**src/rtl/axis_arbiter.sv**
```systemverilog
// ---------------------------------------------------------------------------
// axis_arbiter
//
// Packet-locked round-robin arbiter. Merges N_PORTS AXI-Stream slave inputs
// onto a single master output. A port that wins arbitration keeps the output
// until it delivers its last=1 beat, so packets are never interleaved.
// id, user and last travel with the data unchanged.
//
// Optional feature macro: AXIS_ARBITER_OUT_REG_EN
//   defined   : two-entry skid buffer (main + skid) between the mux and the
//               m_* outputs, including m_src_o. s_ready_o has no
//               combinational path from m_ready_i.
//   undefined : purely combinational mux. m_ready_i feeds s_ready_o[grant].
//
// Ports
//   clk        : clock, rising edge
//   reset_n    : asynchronous active-low reset
//   s_id_i     : per-port id,   port k at [k*T_ID_WIDTH   +: T_ID_WIDTH]
//   s_data_i   : per-port data, port k at [k*T_DATA_WIDTH +: T_DATA_WIDTH]
//   s_user_i   : per-port user, port k at [k*T_USER_WIDTH +: T_USER_WIDTH]
//   s_last_i   : per-port end-of-packet
//   s_valid_i  : per-port valid
//   s_ready_o  : per-port ready (only the granted bit can be set)
//   m_id_o, m_data_o, m_user_o, m_last_o, m_valid_o : merged output stream
//   m_ready_i  : output ready
//   m_src_o    : index of the port that produced the beat on m_*
// ---------------------------------------------------------------------------
module axis_arbiter #(
    parameter  int N_PORTS      = 4,
    parameter  int T_DATA_WIDTH = 32,
    parameter  int T_ID_WIDTH   = 8,
    parameter  int T_USER_WIDTH = 8,
    localparam int SEL_WIDTH    = $clog2(N_PORTS)
) (
    input  logic                              clk,
    input  logic                              reset_n,
    input  logic [N_PORTS*T_ID_WIDTH-1:0]     s_id_i,
    input  logic [N_PORTS*T_DATA_WIDTH-1:0]   s_data_i,
    input  logic [N_PORTS*T_USER_WIDTH-1:0]   s_user_i,
    input  logic [N_PORTS-1:0]                s_last_i,
    input  logic [N_PORTS-1:0]                s_valid_i,
    output logic [N_PORTS-1:0]                s_ready_o,
    output logic [T_ID_WIDTH-1:0]             m_id_o,
    output logic [T_DATA_WIDTH-1:0]           m_data_o,
    output logic [T_USER_WIDTH-1:0]           m_user_o,
    output logic                              m_last_o,
    output logic                              m_valid_o,
    input  logic                              m_ready_i,
    output logic [SEL_WIDTH-1:0]              m_src_o
);

    localparam logic [0:0] IDLE = 1'b0;
    localparam logic [0:0] BUSY = 1'b1;

    logic [0:0]             state;
    logic [SEL_WIDTH-1:0]   grant;
    logic [SEL_WIDTH-1:0]   last_grant;
    logic [SEL_WIDTH-1:0]   next_grant;
    logic [SEL_WIDTH-1:0]   cand;
    logic                   any_req;

    logic [T_ID_WIDTH-1:0]   sel_id;
    logic [T_DATA_WIDTH-1:0] sel_data;
    logic [T_USER_WIDTH-1:0] sel_user;
    logic                    sel_last;
    logic                    sel_valid;
    logic                    in_ready;
    logic                    in_fire;
    logic [N_PORTS-1:0]      ready_vec;

    // Round-robin search: first requester starting one past the previous
    // winner, wrapping around. Offset N_PORTS revisits last_grant itself,
    // so a lone requester can win repeatedly.
    always_comb begin
        next_grant = grant;
        any_req    = 1'b0;
        cand       = '0;
        for (int i = 1; i <= N_PORTS; i++) begin
            cand = SEL_WIDTH'((int'(last_grant) + i) % N_PORTS);
            if (!any_req && s_valid_i[cand]) begin
                any_req    = 1'b1;
                next_grant = cand;
            end
        end
    end

    // Payload of the granted port.
    always_comb begin
        sel_id    = s_id_i[grant*T_ID_WIDTH +: T_ID_WIDTH];
        sel_data  = s_data_i[grant*T_DATA_WIDTH +: T_DATA_WIDTH];
        sel_user  = s_user_i[grant*T_USER_WIDTH +: T_USER_WIDTH];
        sel_last  = s_last_i[grant];
        sel_valid = s_valid_i[grant];
    end

    assign in_fire = (state == BUSY) && sel_valid && in_ready;

    // Only the granted port may ever see ready.
    always_comb begin
        ready_vec        = '0;
        ready_vec[grant] = in_ready;
    end

    assign s_ready_o = ready_vec;

    // Arbitration FSM. IDLE spends exactly one cycle choosing a winner;
    // BUSY holds that winner until its last beat is accepted.
    always_ff @(posedge clk or negedge reset_n) begin
        if (!reset_n) begin
            state      <= IDLE;
            grant      <= '0;
            last_grant <= SEL_WIDTH'(N_PORTS - 1);
        end else begin
            case (state)
                IDLE: begin
                    if (any_req) begin
                        grant <= next_grant;
                        state <= BUSY;
                    end
                end
                BUSY: begin
                    if (in_fire && sel_last) begin
                        last_grant <= grant;
                        state      <= IDLE;
                    end
                end
                default: state <= IDLE;
            endcase
        end
    end

`ifdef AXIS_ARBITER_OUT_REG_EN

    localparam int PW = SEL_WIDTH + T_ID_WIDTH + T_DATA_WIDTH + T_USER_WIDTH + 1;

    logic [PW-1:0] in_word;
    logic [PW-1:0] main_q;
    logic [PW-1:0] skid_q;
    logic          main_valid;
    logic          skid_valid;

    // Ready comes only from the skid flag, so the upstream never sees a
    // combinational path from m_ready_i. The skid entry catches the one beat
    // that may arrive in the cycle the output stalls.
    assign in_ready = (state == BUSY) && !skid_valid;
    assign in_word  = {grant, sel_id, sel_data, sel_user, sel_last};

    // Main entry refills from skid first (preserves order), otherwise from
    // the mux. While the main entry is stalled, a new beat goes to skid.
    always_ff @(posedge clk or negedge reset_n) begin
        if (!reset_n) begin
            main_q     <= '0;
            skid_q     <= '0;
            main_valid <= 1'b0;
            skid_valid <= 1'b0;
        end else begin
            if (m_ready_i || !main_valid) begin
                if (skid_valid) begin
                    main_q     <= skid_q;
                    main_valid <= 1'b1;
                    skid_valid <= 1'b0;
                end else begin
                    main_valid <= in_fire;
                    if (in_fire) begin
                        main_q <= in_word;
                    end
                end
            end else if (in_fire) begin
                skid_q     <= in_word;
                skid_valid <= 1'b1;
            end
        end
    end

    assign {m_src_o, m_id_o, m_data_o, m_user_o, m_last_o} = main_q;
    assign m_valid_o = main_valid;

`else

    assign in_ready = (state == BUSY) && m_ready_i;

    // Zero-latency path; payload is forced to 0 outside BUSY so nothing
    // stale is presented while arbitrating.
    always_comb begin
        m_valid_o = (state == BUSY) && sel_valid;
        m_id_o    = (state == BUSY) ? sel_id   : '0;
        m_data_o  = (state == BUSY) ? sel_data : '0;
        m_user_o  = (state == BUSY) ? sel_user : '0;
        m_last_o  = (state == BUSY) && sel_last;
        m_src_o   = grant;
    end

`endif

endmodule

```
**config.mk**
```make
export PLATFORM = sky130hd
export DESIGN_NAME = axis_arbiter
export DESIGN_NICKNAME = d
export VERILOG_FILES = /design/src/rtl/axis_arbiter.sv
export SDC_FILE = /design/constraint.sdc
export NUM_CORES = 1
export LEC_CHECK = 0
export CORE_AREA = 2 2 101 103
export CTS_CLUSTER_SIZE = 20
export DETAILED_ROUTE_END_ITERATION = 8
export DIE_AREA = 0 0 103 105
export PLACE_DENSITY_LB_ADDON = 0.25
export SYNTH_ARGS = -nofsm -noshare
export SYNTH_HDL_FRONTEND = slang
export SYNTH_SLANG_ARGS = --single-unit
```
**constraint.sdc**
```tcl
create_clock -name clk -period 2.07 [get_ports clk]
set_clock_uncertainty 0.2 [all_clocks]
set_input_delay 0.414 -clock clk [delete_from_list [all_inputs] [get_ports clk]]
set_output_delay 0.414 -clock clk [all_outputs]
set_load 0.05 [all_outputs]
```
==> results_dict.tcl, run 1 <==
set metrics [dict create \
    dpl.hpwl_um 8850 \
    worst_pin_slew_ps 313 \
    h-tree-depth 1 \
    core_um2 9640 \
    hold_path_class "in2async" \
    syn_inst 160 \
    drtIter0Drc 100 \
    worstPathMaxFanout 6 \
    violations "negative setup slack" \
    drv_slew 0 \
    fillCellCount 833 \
    antenna_cells 0 \
    grt_pass1_wl_um 15100 \
    power.density_nw_per_um2 1670 \
    die_h_um 105 \
    grt_overflow 0 \
    rows 36 \
    synthSimpleGateAreaFrac_pct 20.9 \
    clockRootBuffer "clkbuf_8" \
    max-vdd-ir-drop_mv 0.832 \
    area_growth_pct 186 \
    pre_cts_ws_ps -249 \
    hold_viol_final 0 \
    fin_util_pct 57.7 \
    clk_pin_slew_ps 30 \
    rsz0062_at_grt "yes" \
    num_vias 2528 \
    status "finished with violations" \
    cts_buffer_depth 2 \
    netlist_area_um2 1950 \
    clkLatencyLatePin_ps 220 \
    power_mw 9.31 \
    numPortBuffers 258 \
    arrival_ps 1790 \
    grt_max_degree 32 \
    grt_pass1_vias 2634 \
    wirelength_um 10200 \
    synth_mux_area_share_pct 58.5 \
    firstDrtPassIters 4 \
    antenna_left 0 \
    ys_seq_area_share_pct 6.56 \
    criticalPathCategory "reg2out" \
    yosys.area.top_type "mux4_2" \
    synth_top_family_by_area "multiplexers" \
    synth_compound_area_share_pct 3.99 \
    cts_buffers 3 \
    syn_nets 363 \
    slew_headroom_pct 79.1 \
    max_freq_mhz 416 \
    gp_congestion 0.816 \
    cts_num_sinks 5 \
    synth_xor_xnor_area_share_pct 0.450 \
    routed_via_density 4.52 \
    die_w_um 103 \
    leakagePower_nw 2.19 \
    grt_usage_pct 18.0 \
    critPathRequiredTime_ps 1460 \
    antenna_found_initial 0 \
    cts_hold_buf 0 \
    initial_core_util_pct 20.2 \
    cts_tree "done" \
    nets 630 \
    ys_ff_latch 5 \
    synth_fa_ha_area_share_pct 0 \
    avgSynthCellArea_um2 12.2 \
    cap_violations 0 \
    synth_area_leaders "mux4_2 (54%), and2_1 (16%), buf_12 (4.1%), mux4_1 (4.1%), dfrtp_1 (3.9%)" \
    final-setup-viol-count 50 \
    ioPinCount 259 \
    period_needed_ps 2400 \
    drive_gt1_share_pct 45.8 \
    fin_crit_sh_pct 116 \
    routedWlPerCell_um 18.3 \
    synth_top_area_share_pct 54.4 \
    setup_slack_ps -333 \
    cp-start-kind "register" \
    rrSetupSlack_ps 170 \
    drc 0 \
    critPathCaptureType "primary output" \
    die-area_um2 10800 \
    yosysUniqueCellTypes 28 \
    synth_warnings 0 \
]
-- flip-flops by register name, summed over array words and instances, names as in the netlist --
| signal | flops |
|---|---|
| last_grant | 2 |
| m_src_o | 2 |
| state | 1 |
-- where the power goes --
group	internal, mW	total (mW)	switching [mW]
sequential	0.164	0.268	0.104
clock	0.132	0.184	0.0513
combinational	4.78	8.86	4.08
total	5.08	9.31	4.23
-- cell type report --
cell class / instances / area, um2 / area share (%)
Clock buffer: 4 / 45.0 / 0.810
Inverter: 6 / 25.0 / 0.450
Multi-Input combinational cell: 130 / 1770 / 31.9
Sequential cell: 5 / 134 / 2.41
Tap cell: 133 / 166 / 2.99
Timing Repair Buffer: 281 / 3420 / 61.5
-- what timing repair did --
item / in CTS / in global routing
setup endpoints to repair: 51 / 54
pin swaps: 5 / 6
resized for setup: 11 / 9
setup buffers: 2 / 4
-- per-layer routing --
metal,wire [um],vias up,track usage (%)
met3,831,16,3.08
li1,-,1166,-
met2,5500,116,33.3
met4,191,0,3.95
met5,0,-,0
met1,3680,1230,21.4
-- stage by stage --
step	instances	setup TNS (ps)	hold WS, ps	area [um2]
final	559	-14060	217	5560
after global routing	559	-17360	226	5560
after CTS	556	-15040	218	5530
after detailed placement	550	-7890	317	5440
after global placement	550	-7430	309	5440
after floorplan	160	-5650	-81.6	2100
-- layout by cell type (no fill, tap or decap), types with 3 or more instances in the layout --
master           count
buf_12              61
nor2_1               3
buf_6                6
clkdlybuf4s50_1    201
nand2_1              3
clkbuf_8             3
o21ai_0              4
buf_4               10
inv_1                5
mux4_2              50
and2_4              50
o22ai_1              3
-- kinds of logic after synthesis --
| group | after synthesis |
|---|---|
| compound gates | 12 |
| mux | 50 |
| flops | 5 |
| simple gates | 67 |
| xor+xnor | 1 |
| buf+inv | 25 |
-- final timing paths --
check,from,endpoint,cells past startpoint
setup / recovery,m_src_o[0]$_DFFE_PN0P_,m_last_o,5
hold / removal,reset_n,m_src_o[0]$_DFFE_PN0P_,1
setup reg to reg,m_src_o[0]$_DFFE_PN0P_,last_grant[1]$_DFFE_PN1P_,7
hold reg to reg,last_grant[0]$_DFFE_PN1P_,last_grant[0]$_DFFE_PN1P_,2
max in group asynchronous,reset_n,last_grant[0]$_DFFE_PN1P_,1
min in group clk,last_grant[0]$_DFFE_PN1P_,last_grant[0]$_DFFE_PN1P_,2
-- critical path, cell delays in order (launching register included) --
cell and delay, ps:
dfrtp_4 520, buf_4 160, buf_8 120, mux4_2 430, and2_4 180, buf_12 140
-- synthesized netlist by cell type --
cell / n
nor2b_4: 1
or4_1: 1
o2111ai_1: 1
nor3_1: 2
and2_1: 50
clkbuf_2: 1
buf_2: 7
nand2b_1: 1
inv_1: 6
buf_12: 4
dfrtp_1: 3
xnor2_1: 1
o22ai_1: 3
clkbuf_1: 5
nor2_1: 5
buf_6: 1
nand2_1: 4
nand4_2: 1
mux4_2: 47
o21ai_0: 4
dfstp_2: 2
o21a_1: 1
a222oi_1: 1
nand3_1: 2
mux4_1: 3
a21oi_1: 1
a22oi_1: 1
buf_8: 1
(Power assumes the default switching activity.)
==> inputs of run 2 (changes only) <==
--- a/config.mk
+++ b/config.mk
@@ -6,6 +6,7 @@
 export NUM_CORES = 1
 export LEC_CHECK = 0
 export CORE_AREA = 2 2 101 103
+export CTS_BUF_LIST = sky130_fd_sc_hd__clkbuf_8 sky130_fd_sc_hd__clkbuf_16
 export CTS_CLUSTER_SIZE = 20
 export DETAILED_ROUTE_END_ITERATION = 8
 export DIE_AREA = 0 0 103 105
==> run 2 against run 1 <==
  * The run still ends with negative setup slack left
  * Maximum frequency is essentially flat
  * Non-clock buffer count is the same
  * Via count is essentially flat
  * Setup slack is essentially flat
  * Sequential power is essentially flat
  * Critical path type unchanged
==> results_dict.tcl, run 2 (same netlist as run 1, synthesis figures left out) <==
set metrics [dict create \
    routed_via_density 4.53 \
    fin_crit_sh_pct 116 \
    max_freq_mhz 416 \
    mostFrequentLayoutCell "clkdlybuf4s50_1" \
    timing.critical_path.to "m_last_o" \
    setup.worst_path.start "m_src_o[0]$_DFFE_PN0P_" \
    criticalPathCategory "reg2out" \
    final-setup-viol-count 50 \
    grt_pass1_vias 2634 \
    cts_hold_buf 0 \
    antenna_left 0 \
    drtIter0Drc 100 \
    rows 36 \
    power.density_nw_per_um2 1670 \
    clkLatencyLatePin_ps 220 \
    cp-start-kind "register" \
    rrSetupSlack_ps 170 \
    hold_viol_final 0 \
    grt_overflow 0 \
    ioPinCount 259 \
    antenna_found_initial 0 \
    dpl.hpwl_um 8850 \
    cts_buffers 3 \
    area_growth_pct 186 \
    timing.rr.start "m_src_o[0]$_DFFE_PN0P_" \
    die_w_um 103 \
    clockRootBuffer "clkbuf_8" \
    initial_core_util_pct 20.2 \
    firstDrtPassIters 4 \
    worstPathMaxFanout 6 \
    num_vias 2530 \
    gp_congestion 0.816 \
    hold_path_class "in2async" \
    status "finished with violations" \
    setup_slack_ps -333 \
    mostFrequentLayoutCells "clkdlybuf4s50_1 (201), buf_12 (61), mux4_2 (50), and2_4 (50), buf_4 (10)" \
    grt_usage_pct 18.0 \
    core_um2 9640 \
    grt_pass1_wl_um 15100 \
    routedWlPerCell_um 18.3 \
    cts_buffer_depth 2 \
    antenna_cells 0 \
    numPortBuffers 258 \
    max-vdd-ir-drop_mv 0.832 \
    die-area_um2 10800 \
    cts_tree "done" \
    power_mw 9.30 \
    drive_gt1_share_pct 45.8 \
    nets 630 \
    period_needed_ps 2400 \
    critPathRequiredTime_ps 1460 \
    h-tree-depth 1 \
    fin_util_pct 57.7 \
    cts_num_sinks 5 \
    arrival_ps 1790 \
    drc 0 \
    die_h_um 105 \
    slew_headroom_pct 79.1 \
    rsz0062_at_grt "yes" \
    critPathCaptureType "primary output" \
    timing.rr.end "last_grant[1]$_DFFE_PN1P_" \
    clk_pin_slew_ps 30 \
    violations "negative setup slack" \
    leakagePower_nw 2.20 \
    wirelength_um 10200 \
    cap_violations 0 \
    rr_worst_depth 7 \
    grt_max_degree 32 \
    drv_slew 0 \
    finalSetupTns_ps -14060 \
    worst_pin_slew_ps 313 \
]
==> run 2: worst min path at each step <==
stage                     slack, ps                         to                       from  depth (start not counted)
after floorplan                 -80     m_src_o[0]$_DFFE_PN0P_                    reset_n                          0
after global placement          310  last_grant[1]$_DFFE_PN1P_  last_grant[1]$_DFFE_PN1P_                          2
after detailed placement        320  last_grant[0]$_DFFE_PN1P_  last_grant[0]$_DFFE_PN1P_                          2
after CTS                       220     m_src_o[0]$_DFFE_PN0P_                    reset_n                          1
after global routing            230     m_src_o[0]$_DFFE_PN0P_                    reset_n                          1
final                           220     m_src_o[0]$_DFFE_PN0P_                    reset_n                          1
==> run 2: power breakdown <==
part           switching [mW]  total, mW  internal, mW
clock network          0.0514      0.179         0.127
registers               0.104      0.268         0.164
logic                    4.08       8.86          4.78
total                    4.23       9.30          5.07
==> run 2: what timing repair did <==
| item | CTS | global route |
|---|---|---|
| setup endpoints to repair | 51 | 54 |
| gates resized for setup | 11 | 9 |
| endpoints found under the hold margin | 0 | 0 |
| pin swaps | 5 | 6 |
| gates cloned | 0 | 0 |
| setup buffers | 2 | 4 |
==> run 2: cell type report <==
cell class                 count  area, um2
clock buffer                   3       41.3
multi-input combinational    130       1770
clock inverter                 1       3.75
timing repair buffer         281       3420
sequential                     5        134
tap                          133        166
fill                         833       4080
inverter                       6       25.0
==> run 2: stage by stage <==
stage                     cells  instance area, um2  hold WS, ps  worst slack, ps
after floorplan             160                2100        -81.6             -120
after global placement      550                5440          309             -246
final                       559                5560          217             -333
after global routing        559                5560          226             -391
after CTS                   556                5530          218             -350
after detailed placement    550                5440          317             -249
==> run 2: critical path, stage by stage (launching register included) <==
cell     delay (ps)
dfrtp_4         520
buf_4           160
buf_8           120
mux4_2          430
and2_4          180
buf_12          140
==> run 2: routing by layer <==
layer	wire length (um)	vias up	global-route usage (%)
met5	0	-	0
met4	191	0	3.95
met3	831	16	3.08
met2	5500	116	33.3
met1	3690	1232	21.4
li1	-	1166	-
